==> src/rtl/vga_compositor.sv <==
// vga_compositor: programmable VGA timing generator with an N-layer,
// priority-ordered colour compositor. Colour sets are shadowed per frame.
module vga_compositor #(
  parameter int H_ACTIVE = 640,
  parameter int H_FP     = 16,
  parameter int H_SYNC   = 96,
  parameter int H_BP     = 48,
  parameter int V_ACTIVE = 480,
  parameter int V_FP     = 10,
  parameter int V_SYNC   = 2,
  parameter int V_BP     = 33,
  parameter bit HS_POL   = 1'b0,
  parameter bit VS_POL   = 1'b0,
  parameter int LAYERS   = 4,
  parameter int COLOR_W  = 4,
  parameter int PX_LAT   = 1
) (
  input  logic                            vga_clk,
  input  logic                            rst,
  input  logic                            en,
  input  logic [LAYERS-1:0]               px_layer,
  input  logic [LAYERS*3*COLOR_W-1:0]     layer_rgb,
  input  logic [3*COLOR_W-1:0]            bg_rgb,
  output logic [$clog2(V_ACTIVE)-1:0]     row_addr,
  output logic [$clog2(H_ACTIVE)-1:0]     col_addr,
  output logic                            addr_valid,
  output logic [COLOR_W-1:0]              r,
  output logic [COLOR_W-1:0]              g,
  output logic [COLOR_W-1:0]              b,
  output logic                            de,
  output logic                            hs,
  output logic                            vs,
  output logic                            frame_start,
  output logic [15:0]                     frame_cnt
);

  localparam int H_TOTAL = H_SYNC + H_BP + H_ACTIVE + H_FP;
  localparam int V_TOTAL = V_SYNC + V_BP + V_ACTIVE + V_FP;
  // One spare bit of headroom so the active-end compare never overflows.
  localparam int HCW  = $clog2(H_TOTAL + 1);
  localparam int VCW  = $clog2(V_TOTAL + 1);
  localparam int RW   = $clog2(V_ACTIVE);
  localparam int CW   = $clog2(H_ACTIVE);
  localparam int CRGB = 3 * COLOR_W;
  localparam int DW   = 3 * (PX_LAT + 1);

  localparam logic [HCW-1:0] H_LAST = HCW'(H_TOTAL - 1);
  localparam logic [HCW-1:0] H_SE   = HCW'(H_SYNC);
  localparam logic [HCW-1:0] H_AS   = HCW'(H_SYNC + H_BP);
  localparam logic [HCW-1:0] H_AE   = HCW'(H_SYNC + H_BP + H_ACTIVE);
  localparam logic [VCW-1:0] V_LAST = VCW'(V_TOTAL - 1);
  localparam logic [VCW-1:0] V_SE   = VCW'(V_SYNC);
  localparam logic [VCW-1:0] V_AS   = VCW'(V_SYNC + V_BP);
  localparam logic [VCW-1:0] V_AE   = VCW'(V_SYNC + V_BP + V_ACTIVE);

  // Delay-line element is {de, hs, vs}; idle means blanked with syncs inactive.
  localparam logic [2:0] DLY_IDLE = {1'b0, ~HS_POL, ~VS_POL};

  logic [HCW-1:0]       h_count_q, h_count_d;
  logic [VCW-1:0]       v_count_q, v_count_d;
  logic                 h_act, v_act, pix_act, hs_lvl, vs_lvl, fs_d;
  logic [RW-1:0]        row_q, row_d;
  logic [CW-1:0]        col_q, col_d;
  logic                 addr_valid_q, frame_start_q;
  logic [15:0]          frame_cnt_q;
  logic [DW-1:0]        dly_q, dly_d;
  logic [2:0]           dly_out;
  logic [LAYERS*CRGB-1:0] layer_sh_q;
  logic [CRGB-1:0]      bg_sh_q;
  logic [CRGB-1:0]      layer_col [LAYERS];
  logic [CRGB-1:0]      rgb_q, rgb_d;
  logic                 de_q, hs_q, vs_q;

  // Next-state of the raster counters; everything freezes while en is low.
  always_comb begin
    h_count_d = h_count_q;
    v_count_d = v_count_q;
    if (en) begin
      if (h_count_q == H_LAST) begin
        h_count_d = '0;
        v_count_d = (v_count_q == V_LAST) ? '0 : v_count_q + 1'b1;
      end else begin
        h_count_d = h_count_q + 1'b1;
      end
    end
  end

  // Raster counters.
  always_ff @(posedge vga_clk or posedge rst) begin
    if (rst) begin
      h_count_q <= '0;
      v_count_q <= '0;
    end else begin
      h_count_q <= h_count_d;
      v_count_q <= v_count_d;
    end
  end

  // Region decode and stage-A next values; a frozen raster feeds blank pixels.
  always_comb begin
    h_act   = (h_count_q >= H_AS) && (h_count_q < H_AE);
    v_act   = (v_count_q >= V_AS) && (v_count_q < V_AE);
    pix_act = h_act && v_act && en;
    hs_lvl  = (h_count_q < H_SE) ? HS_POL : ~HS_POL;
    vs_lvl  = (v_count_q < V_SE) ? VS_POL : ~VS_POL;
    fs_d    = en && (h_count_q == H_AS) && (v_count_q == V_AS);
    row_d   = '0;
    col_d   = '0;
    if (pix_act) begin
      row_d = RW'(v_count_q - V_AS);
      col_d = CW'(h_count_q - H_AS);
    end
    dly_d      = dly_q << 3;
    dly_d[2:0] = {pix_act, hs_lvl, vs_lvl};
  end

  // Stage A: addresses, frame marker, frame counter and the sync/de delay line.
  always_ff @(posedge vga_clk or posedge rst) begin
    if (rst) begin
      row_q         <= '0;
      col_q         <= '0;
      addr_valid_q  <= 1'b0;
      frame_start_q <= 1'b0;
      frame_cnt_q   <= '0;
      dly_q         <= {(PX_LAT + 1){DLY_IDLE}};
    end else begin
      row_q         <= row_d;
      col_q         <= col_d;
      addr_valid_q  <= pix_act;
      frame_start_q <= fs_d;
      dly_q         <= dly_d;
      if (fs_d) begin
        frame_cnt_q <= frame_cnt_q + 16'd1;
      end
    end
  end

  // Colour shadows load on the edge that raises frame_start, so even the
  // first pixel of a frame (reaching stage B one clock later at PX_LAT=0)
  // already uses the new set.
  always_ff @(posedge vga_clk or posedge rst) begin
    if (rst) begin
      layer_sh_q <= '0;
      bg_sh_q    <= '0;
    end else if (fs_d) begin
      layer_sh_q <= layer_rgb;
      bg_sh_q    <= bg_rgb;
    end
  end

  genvar gi;
  generate
    for (gi = 0; gi < LAYERS; gi++) begin : g_layer
      assign layer_col[gi] = layer_sh_q[gi*CRGB +: CRGB];
    end
  endgenerate

  // Priority select: lowest-index hit wins, background otherwise, black in blanking.
  always_comb begin
    dly_out = dly_q[3*PX_LAT +: 3];
    rgb_d   = bg_sh_q;
    for (int i = LAYERS - 1; i >= 0; i--) begin
      if (px_layer[i]) begin
        rgb_d = layer_col[i];
      end
    end
    if (!dly_out[2]) begin
      rgb_d = '0;
    end
  end

  // Stage B: pin registers, keeping rgb/de/hs/vs mutually aligned.
  always_ff @(posedge vga_clk or posedge rst) begin
    if (rst) begin
      rgb_q <= '0;
      de_q  <= 1'b0;
      hs_q  <= ~HS_POL;
      vs_q  <= ~VS_POL;
    end else begin
      rgb_q <= rgb_d;
      de_q  <= dly_out[2];
      hs_q  <= dly_out[1];
      vs_q  <= dly_out[0];
    end
  end

  assign row_addr    = row_q;
  assign col_addr    = col_q;
  assign addr_valid  = addr_valid_q;
  assign frame_start = frame_start_q;
  assign frame_cnt   = frame_cnt_q;
  assign r           = rgb_q[CRGB-1 -: COLOR_W];
  assign g           = rgb_q[2*COLOR_W-1 -: COLOR_W];
  assign b           = rgb_q[COLOR_W-1:0];
  assign de          = de_q;
  assign hs          = hs_q;
  assign vs          = vs_q;

endmodule

==> config.mk <==
export PLATFORM = sky130hd
export DESIGN_NAME = vga_compositor
export DESIGN_NICKNAME = d
export VERILOG_FILES = /design/src/rtl/vga_compositor.sv
export SDC_FILE = /design/constraint.sdc
export NUM_CORES = 1
export LEC_CHECK = 0
export ABC_AREA = 0
export CAP_MARGIN = 20
export CORE_AREA = 3 3 117 119
export CTS_CLUSTER_SIZE = 10
export DETAILED_ROUTE_END_ITERATION = 8
export DIE_AREA = 0 0 120 122
export PLACE_DENSITY_LB_ADDON = 0.1
export SYNTH_ARGS = -nofsm -noshare
export SYNTH_HDL_FRONTEND = slang
export SYNTH_SLANG_ARGS = --single-unit
==> constraint.sdc <==
create_clock -name vga_clk -period 5.3 [get_ports vga_clk]
set_clock_uncertainty 0.1 [all_clocks]
set_input_delay 1.59 -clock vga_clk [delete_from_list [all_inputs] [get_ports vga_clk]]
set_output_delay 1.59 -clock vga_clk [all_outputs]
set_load 0.005 [all_outputs]
==> metrics.cfg, run 1 <==
[run_status]
outcome = complete, no violations

[setup_path]
crit_required_ns = 5.54
r2r_end = frame_cnt[11]$_DFFE_PP0P_
startpoint = en
arrival_ns = 3.91
cp_cell_sequence = clkdlybuf4s50_1 > nand4_1 > or3_2 > buf_12 > nor3_1 > xnor2_1
cp.depth = 6
path_class = in2reg
rrSetupSlack_ns = 2.59
worstPathBufferInverterCount = 2
endpoint = frame_cnt[11]$_DFFE_PP0P_
cp_slowest_cell = or3_2
critical_path.max_fanout = 38
critPathTopFamily = simple AND/OR/NAND/NOR gates
slowest_delay_ns = 0.77
reg2reg_depth = 6
cp-end-kind = register
reg2reg_from = h_count_q[6]$_DFFE_PP0P_
critPathLaunchType = input port

[timing]
report.final.slew_viol_count = 0
period_needed_ns = 3.67
setup_violations = 0
tightest_slew_ns = 0.965
fin_tns_setup_ns = 0
slew_headroom_pct = 35.4
fmax_mhz = 272
finalWorstSetupSlack_ns = 1.63
rsz0062_at_grt = no
timing.final.hold_violations = 0
finalCritPeriodShare_pct = 69.3

[detailed_routing]
ant_nets = 0
wirelength_um = 14100
vias_per_cell = 5.07
dr.pass1.iters = 4
drt_iter0_drc = 310
post-route-drc-count = 0
vias = 4698
wire_per_inst_um = 15.2

[clock_network]
cts_buffer_depth = 2
cts_tree = yes
hold_buffers = 0
clk_latency_ns = 0.41
cts_root_buffer = clkbuf_16
clk_pin_slew_ns = 0.06
cts_resized = 0
post_cts_buffers = 0
clock_sinks = 137
htree_levels = 4
cts-buffers-inserted = 17

[power_and_ir_drop]
ir_drop_v = 0.000281
powerDensity_nw_per_um2 = 301
power.total_mw = 2.37
p_leak_nw = 3.83

[logic_synthesis]
synth.top_cell.area_share_pct = 54.7
synth.net_count = 705
ys_async_sr_fraction_pct = 100
seq_area_frac_synth_pct = 57.3
synth_edf_count = 0
syn_inst = 630
synth_top_area_cell = dfrtp_1
synth-seq-cells = 137
syn-cell-area_um2 = 5990
yosys-top-cells-area = dfrtp_1, nand2_1, xnor2_1
syn_area_per_cell_um2 = 9.51
synth_cell_types = 40
ys_warn_count = 0
synthFlopType = dfrtp_1

[grt]
grt_pass1_wl_um = 23500
grt_use_total_pct = 20.4
grt_overflow = 0
antenna_found_initial = 0
grt_max_degree = 57
first_global_vias = 4731

[cells_and_area]
drive_gt1_share_pct = 6.76
n_antenna_cell = 0
nNetsFinal = 816
seq_area_um2 = 3440
area_growth_pct = 31.3
multi_input_area_um2 = 2350
n_fill_cell = 1115

[floorplanning]
boundaryPins = 119
placementRows = 41
die_y_um = 122
fp.coreArea_um2 = 12700
die_w_um = 120
start_util_pct = 47.3
die-area_um2 = 14600

[placement]
dp_slack_ns = 1.18
io_buffers = 118
hpwl_um = 9900
gp_congestion = 0.846

[run]
maxCapViolCount = 0

[worst_hold_path]
min_path_type = reg2reg

worst min path at each step:
| stage | slack [ns] | end | from | cells past startpoint |
|---|---|---|---|---|
| 3_5_place_dp | 0.25 | vs$_DFF_PP1_ | dly_q[3]$_DFF_PP1_ | 0 |
| 2_1_floorplan | 0.25 | dly_q[3]$_DFF_PP1_ | dly_q[0]$_DFF_PP1_ | 0 |
| 6_report | 0.26 | vs$_DFF_PP1_ | dly_q[3]$_DFF_PP1_ | 0 |
| 3_3_place_gp | 0.25 | dly_q[3]$_DFF_PP1_ | dly_q[0]$_DFF_PP1_ | 0 |
| 4_1_cts | 0.26 | vs$_DFF_PP1_ | dly_q[3]$_DFF_PP1_ | 0 |
| 5_1_grt | 0.26 | dly_q[4]$_DFF_PP1_ | dly_q[1]$_DFF_PP1_ | 0 |
worst register-to-register path, stage by stage (launching register included):
cell and delay [ns]:
dfrtp_1 0.52, nor4b_1 0.30, nand3_1 0.24, or3_2 0.81
buf_12 0.28, nor3_1 0.25, xnor2_1 0.14
synth_stat cells (2+ instances only):
master	number
nand2_1	202
dfrtp_1	131
nor2_1	38
a21oi_1	30
o21ai_0	28
xnor2_1	24
and3_1	17
clkbuf_1	16
nand2b_1	15
buf_2	14
inv_1	13
mux2i_1	13
nand4_1	13
nand3_1	12
ha_1	8
nor3_1	8
xor2_1	7
dfstp_2	6
buf_6	3
or3_1	3
a31oi_1	2
and2_1	2
and4_1	2
nor2b_1	2
nor3_2	2
nor3b_1	2
nor4_1	2
nor4_4	2
o31a_1	2
metal layers:
metal | track usage [%] | vias to the layer above | wire length, µm
li1 | - | 2275 | -
met1 | 25.7 | 2291 | 5860
met2 | 34.2 | 111 | 7370
met3 | 6.36 | 21 | 647
met4 | 6.01 | 0 | 238
met5 | 0 | - | 0
report_power, final:
| group | switching [mW] | total (mW) | internal, mW | leakage, nW |
|---|---|---|---|---|
| combinational | 0.0888 | 0.179 | 0.0903 | 1.68 |
| clock | 0.417 | 1.08 | 0.668 | 0.275 |
| sequential | 0.0369 | 1.11 | 1.07 | 1.87 |
through the flow:
| stage | instance area (µm²) | util [%] | hold slack [ns] | std cells |
|---|---|---|---|---|
| final | 7870 | 62.1 | 0.256 | 926 |
| after global routing | 7870 | 62.1 | 0.261 | 926 |
| after floorplan | 6000 | - | 0.245 | 630 |
| after global placement | 7290 | 57.6 | 0.246 | 893 |
| after detailed placement | 7310 | 57.7 | 0.248 | 894 |
| after CTS | 7870 | 62.1 | 0.257 | 926 |
logic make-up after synthesis:
kind of cell             count (synthesis)  share of synthesized area, %
AND/OR/NAND/NOR                        327                          24.6
flip-flops                             137                          57.3
AO/OA/AOI/OAI                           68                          6.12
buffers and inverters                   46                          3.55
XOR/XNOR                                31                          4.53
multiplexers                            13                          2.17
adder cells (fa/ha/maj)                  8                          1.67
placed cells by master (no fill, tap or decap), types with 2 or more instances in the layout:
master	instances
nand4_1	13
nand2b_1	15
and2_1	2
clkinv_2	5
o21ai_0	28
clkbuf_8	6
clkinvlp_4	3
nor2b_1	2
dfstp_2	6
clkbuf_1	2
a21oi_1	30
nor3b_1	2
buf_4	5
and4_1	2
nor3_1	8
nor4_1	2
clkdlybuf4s50_1	118
mux2i_1	13
clkbuf_16	17
xnor2_1	24
xor2_1	7
nand2_1	202
inv_1	12
buf_12	2
dfrtp_1	131
o31a_1	2
ha_1	8
a31oi_1	2
or3_1	2
nor4_4	2
nor2_1	38
and3_1	17
nand3_1	12
flip-flops by register name (all words and copies together) (netlist names), 6 cells and up:
signal,count
bg_sh_q,12
frame_cnt,16
col_addr,10
rgb_q,12
dly_q,6
h_count_q,10
v_count_q,10
row_addr,9
layer_sh_q,48
layout make-up:
type	instances	share of cell area, %
Sequential cell	137	43.7
Timing Repair Buffer	125	16.0
Inverter	13	0.668
Multi-Input combinational cell	447	29.9
Clock buffer	25	6.55
Tap cell	172	2.73
Clock inverter	7	0.509
Power figures use the tool's default switching activity.
==> run 2, diff against run 1 <==
==> constraint.sdc (replaced) <==
create_clock -name vga_clk -period 3.1 [get_ports vga_clk]
set_clock_uncertainty 0.1 [all_clocks]
set_input_delay 0.93 -clock vga_clk [delete_from_list [all_inputs] [get_ports vga_clk]]
set_output_delay 0.93 -clock vga_clk [all_outputs]
set_load 0.005 [all_outputs]
==> metrics.cfg, run 2 (same netlist as run 1, synthesis figures left out) <==
[cells_and_area]
final_core_util_pct = 63.6  ; +1.5 points
layout_commonest_cell = nand2_1
fin_area_um2 = 8060  ; +2.4%
mostFrequentLayoutCells = nand2_1, dfrtp_1, clkdlybuf4s50_1
n_fill_cell = 1064  ; -4.6%
largest_reg_flops = 48  ; unchanged
n_antenna_cell = 0  ; unchanged
largest-register = layer_sh_q
drive_gt1_share_pct = 7.74  ; +0.98 points
nNetsFinal = 824  ; +0.98%
area_growth_pct = 34.5

[power_and_ir_drop]
clkPwrFrac_pct = 49.7  ; +3.9 points
p_seq_share_pct = 43.2  ; -3.5 points
powerDensity_nw_per_um2 = 543  ; +80%
comb_power_share_pct = 7.1  ; -0.5 points
internal_power_mw = 3.46  ; +89%
switching_share_pct = 21.0  ; -1.9 points
p_leak_nw = 3.93  ; +2.5%
ir_drop_v = 0.000329  ; +17%
netSwitchingPower_mw = 0.920  ; +70%

[grt]
grt_overflow = 0  ; unchanged
grt_use_total_pct = 20.6  ; +0.21 points
grt_pass1_wl_um = 23900  ; +1.4%
grt_max_degree = 73  ; +28%
met3_usage_pct = 5.99  ; -0.37 points
grtUsageMet1_pct = 25.5  ; -0.15 points
first_global_vias = 4874  ; +3.0%
top_usage_layer = met2
antenna_found_initial = 0  ; unchanged
met2_usage_pct = 34.1  ; -0.070 points

[clock_network]
cts-buffers-inserted = 17  ; unchanged
clk_pin_slew_ns = 0.05  ; about the same
hold_buffers = 0  ; unchanged
htree_levels = 4  ; unchanged
cts_root_buffer = clkbuf_16
cts_buffer_depth = 2  ; unchanged
clock_sinks = 137  ; unchanged
clk_latency_ns = 0.41  ; about the same
cts_tree = yes
post_cts_buffers = 0  ; unchanged
cts_resized = 0  ; unchanged

[detailed_routing]
vias = 4679  ; -0.40%
dr.pass1.iters = 5  ; +1
drt_iter0_drc = 282  ; -9.0%
wirelength_um = 14000  ; -1.1%
wire_per_inst_um = 15.0  ; -1.9%
ant_nets = 0  ; unchanged
vias_per_cell = 5.01  ; -1.3%
post-route-drc-count = 0  ; unchanged

[floorplanning]
fp.coreArea_um2 = 12700  ; unchanged
boundaryPins = 119  ; unchanged
die_y_um = 122  ; unchanged
placementRows = 41  ; unchanged
die_w_um = 120  ; unchanged
start_util_pct = 47.3  ; unchanged
die-area_um2 = 14600  ; unchanged

[setup_path]
slowest_delay_ns = 0.53  ; -0.24 ns
arrival_ns = 1.44  ; -2.47 ns
endpoint = vs
cp_slowest_cell = dfstp_2
reg2reg_depth = 7  ; +1
critical_path.max_fanout = 1  ; -97%
r2r_end = col_addr[2]$_DFF_PP0_
reg2reg_from = v_count_q[0]$_DFFE_PP0P_
crit_required_ns = 2.07  ; -3.47 ns
cp_cell_sequence = clkdlybuf4s50_1
worstPathBufferInverterCount = 1  ; -1
cp.depth = 1  ; -5
critPathTopFamily = flip-flops
cp-end-kind = output port
critPathLaunchType = register
startpoint = vs$_DFF_PP1_
path_class = reg2out
rrSetupSlack_ns = 0.68  ; -1.91 ns

[placement]
hpwl_um = 9900  ; about the same
gp_congestion = 0.861  ; +1.7%
place_area_um2 = 7410  ; +1.3%
io_buffers = 118  ; unchanged

[timing]
finalCritPeriodShare_pct = 79.7
period_needed_ns = 2.47
fin_tns_setup_ns = 0  ; unchanged
setup_violations = 0  ; unchanged
report.final.slew_viol_count = 0  ; unchanged
fmax_mhz = 405
whs_ns = 0.255  ; -0.000328 ns
timing.final.hold_violations = 0  ; unchanged
tightest_slew_ns = 0.754  ; -0.211 ns
slew_headroom_pct = 49.6  ; +14 points
rsz0062_at_grt = no

[run_status]
outcome = complete, no violations

[worst_hold_path]
min_path_type = reg2reg

[run]
maxCapViolCount = 0  ; unchanged

[run 2: changes by cell type in the layout (fill, tap and decap cells not counted)]
| cell | before | now |
|---|---|---|
| bufinv_16 | 0 | 4 |
| buf_12 | 2 | 5 |
| clkinv_2 | 5 | 3 |
| clkinvlp_4 | 3 | 1 |
| buf_4 | 5 | 10 |
[run 2: worst min-delay path by stage]
stage / to / cells after the start / start
detailed placement: vs$_DFF_PP1_ / 0 / dly_q[3]$_DFF_PP1_
finish: dly_q[3]$_DFF_PP1_ / 0 / dly_q[0]$_DFF_PP1_
CTS: dly_q[3]$_DFF_PP1_ / 0 / dly_q[0]$_DFF_PP1_
global route: hs$_DFF_PP1_ / 0 / dly_q[4]$_DFF_PP1_
global placement: dly_q[3]$_DFF_PP1_ / 0 / dly_q[0]$_DFF_PP1_
floorplan: dly_q[3]$_DFF_PP1_ / 0 / dly_q[0]$_DFF_PP1_
[run 2: power groups by stage]
stage                     clock network [mW]  registers (mW)  logic, mW
after floorplan                            0            1.90      0.174
after global placement                     0            1.92      0.307
after detailed placement                   0            1.92      0.313
after CTS                               2.21            1.89      0.317
after global routing                    2.31            1.90      0.354
final                                   2.18            1.89      0.311
[run 2: area by class of cell]
type	instances	area, µm²	area share (%)
multi-input cells	447	2350	29.2
clock inverters	7	135	1.68
repair buffers	133	1360	16.8
flip-flops and latches	137	3440	42.6
inverters	13	52.6	0.652
clock buffers	25	515	6.39
well taps	172	215	2.67
[run 2: metrics by stage]
step / worst slack (ns) / total power [mW] / std cells
finish: 0.630 / 4.38 / 934
global route: 0.493 / 4.57 / 934
CTS: 0.606 / 4.42 / 934
detailed placement: 0.250 / 2.23 / 902
global placement: 0.280 / 2.23 / 902
floorplan: 0.368 / 2.08 / 630
[run 2: layer usage]
layer	routed length, µm	part of all wire, %
met5	0	0
met4	328	2.3
met3	776	5.6
met2	7100	51
met1	5760	41
==> run 3, diff against run 2 <==
==> constraint.sdc (replaced) <==
create_clock -name vga_clk -period 2.1 [get_ports vga_clk]
set_clock_uncertainty 0.1 [all_clocks]
set_input_delay 0.63 -clock vga_clk [delete_from_list [all_inputs] [get_ports vga_clk]]
set_output_delay 0.63 -clock vga_clk [all_outputs]
set_load 0.005 [all_outputs]
==> metrics.cfg, run 3 (same netlist as run 1, synthesis figures left out) <==
[run_status]
outcome = complete, no violations

[setup_path]
cp-end-kind = output port
rrSetupSlack_ns = 0.09  ; -0.59 ns
cp_slowest_cell = clkdlybuf4s50_1
path_class = reg2out
crit_required_ns = 1.37  ; -0.70 ns
slowest_delay_ns = 0.51  ; -0.02 ns
critPathLaunchType = register
cp_cell_sequence = clkdlybuf4s50_1
arrival_ns = 1.33  ; -0.11 ns
critPathTopFamily = buffers and inverters
worstPathBufferInverterCount = 1  ; unchanged
critical_path.max_fanout = 4  ; +3
r2r_end = col_addr[6]$_DFF_PP0_
reg2reg_depth = 6  ; -1
reg2reg_from = v_count_q[6]$_DFFE_PP0P_

[floorplanning]
placementRows = 41  ; unchanged
die_w_um = 120  ; unchanged
die-area_um2 = 14600  ; unchanged
fp.coreArea_um2 = 12700  ; unchanged
start_util_pct = 47.3  ; unchanged
boundaryPins = 119  ; unchanged
die_y_um = 122  ; unchanged

[clock_network]
htree_levels = 4  ; unchanged
cts_tree = yes
cts_root_buffer = clkbuf_16
cts-buffers-inserted = 17  ; unchanged
clk_latency_ns = 0.41  ; about the same
clock_sinks = 137  ; unchanged
cts_buffer_depth = 2  ; unchanged
clk_pin_slew_ns = 0.05  ; about the same

[timing]
timing.final.hold_violations = 0  ; unchanged
fin_tns_setup_ns = 0  ; unchanged
period_needed_ns = 2.06
report.final.slew_viol_count = 0  ; unchanged
setup_violations = 0  ; unchanged
whs_ns = 0.255  ; -0.000217 ns
fmax_mhz = 487
slew_headroom_pct = 70.4  ; +21 points
finalCritPeriodShare_pct = 97.9
tightest_slew_ns = 0.444  ; -0.310 ns

[detailed_routing]
vias_per_cell = 4.98  ; -0.67%
vias = 4941  ; +5.6%
drt_iter0_drc = 388  ; +38%
wirelength_um = 15100  ; +8.2%
wire_per_inst_um = 15.2  ; +1.8%
dr.pass1.iters = 4  ; -1
ant_nets = 0  ; unchanged
post-route-drc-count = 0  ; unchanged

[worst_hold_path]
min_path_type = reg2reg
holdPathEnd = dly_q[3]$_DFF_PP1_
hold_path_startpoint = dly_q[0]$_DFF_PP1_
hold_depth = 0  ; unchanged

[cells_and_area]
layout_commonest_cell = nand2_1
mostFrequentLayoutCells = nand2_1, dfrtp_1, clkdlybuf4s50_1
fin_cells = 993  ; +6.3%
nNetsFinal = 883  ; +7.2%
area_growth_pct = 43.4
largest-register = layer_sh_q
n_antenna_cell = 0  ; unchanged
fin_area_um2 = 8600  ; +6.6%
drive_gt1_share_pct = 15.6  ; +7.8 points
largest_reg_flops = 48  ; unchanged

[grt]
antenna_found_initial = 1  ; +1
grt_pass1_wl_um = 24400  ; +2.2%
first_global_vias = 5087  ; +4.4%
grt_use_total_pct = 21.1  ; +0.49 points
grt_overflow = 0  ; unchanged
grt_max_degree = 82  ; +12%

[placement]
place_inst = 944  ; +4.7%
io_buffers = 118  ; unchanged
gp_congestion = 0.843  ; -2.1%
hpwl_um = 10500  ; +5.7%
place_area_um2 = 7780  ; +4.9%

[power_and_ir_drop]
comb_power_share_pct = 10.2  ; +3.1 points
p_leak_nw = 4.24  ; +8.0%
p_seq_share_pct = 42.3  ; -0.9 points
powerDensity_nw_per_um2 = 755  ; +39%
netSwitchingPower_mw = 1.44  ; +56%
ir_drop_v = 0.000752  ; +130%
clkPwrFrac_pct = 47.5  ; -2.2 points
internal_power_mw = 5.05  ; +46%
power.total_mw = 6.49  ; +48%
switching_share_pct = 22.1  ; +1.1 points

[run]
maxCapViolCount = 0  ; unchanged

run 3: final cells by class:
cell class                      count  area (µm²)
Clock buffer                       25         505
Clock inverter                      7         113
Multi-Input combinational cell    447        2420
Inverter                           13        52.6
Timing Repair Buffer              192        1850
Tap cell                          172         215
Fill cell                        1018        4070
Sequential cell                   137        3440
run 3: worst max-delay path by stage:
stage	to	depth (start not counted)	startpoint
final	frame_cnt[4]	1	frame_cnt[4]$_DFFE_PP0P_
after global placement	v_count_q[4]$_DFFE_PP0P_	8	en
after global routing	v_count_q[3]$_DFFE_PP0P_	6	en
after CTS	frame_cnt[6]	1	frame_cnt[6]$_DFFE_PP0P_
after floorplan	bg_sh_q[0]$_DFFE_PP0P_	1	rst
after detailed placement	v_count_q[4]$_DFFE_PP0P_	8	en
run 3: through the flow:
step | worst slack, ns | util, %
final | 0.0446 | 67.8
after global routing | -0.0443 | 67.8
after CTS | 0.00256 | 66.7
after detailed placement | -0.405 | 61.4
after global placement | -0.386 | 61.4
after floorplan | -0.332 | -
run 3: power by group through the flow:
stage	Clock [mW]	Combinational (mW)	Sequential (mW)
4_1_cts	3.12	0.614	2.75
3_5_place_dp	0	0.598	2.79
2_1_floorplan	0	0.256	2.81
6_report	3.08	0.663	2.75
5_1_grt	3.28	0.728	2.75
3_3_place_gp	0	0.586	2.79
run 3: metal layers:
| metal | up-vias | wire, µm | GRT usage (%) |
|---|---|---|---|
| met5 | - | 8 | 0 |
| li1 | 2408 | - | - |
| met1 | 2380 | 6050 | 24.5 |
| met2 | 124 | 7930 | 37.1 |
| met4 | 2 | 233 | 6.80 |
| met3 | 27 | 894 | 7.01 |
run 3: what timing repair did:
action,CTS,global route
buffers inserted,4,13
gates resized for setup,10,10
pin swaps,1,3
endpoints found under the hold margin,0,0
hold buffers,0,0
endpoints found under the setup margin,86,104
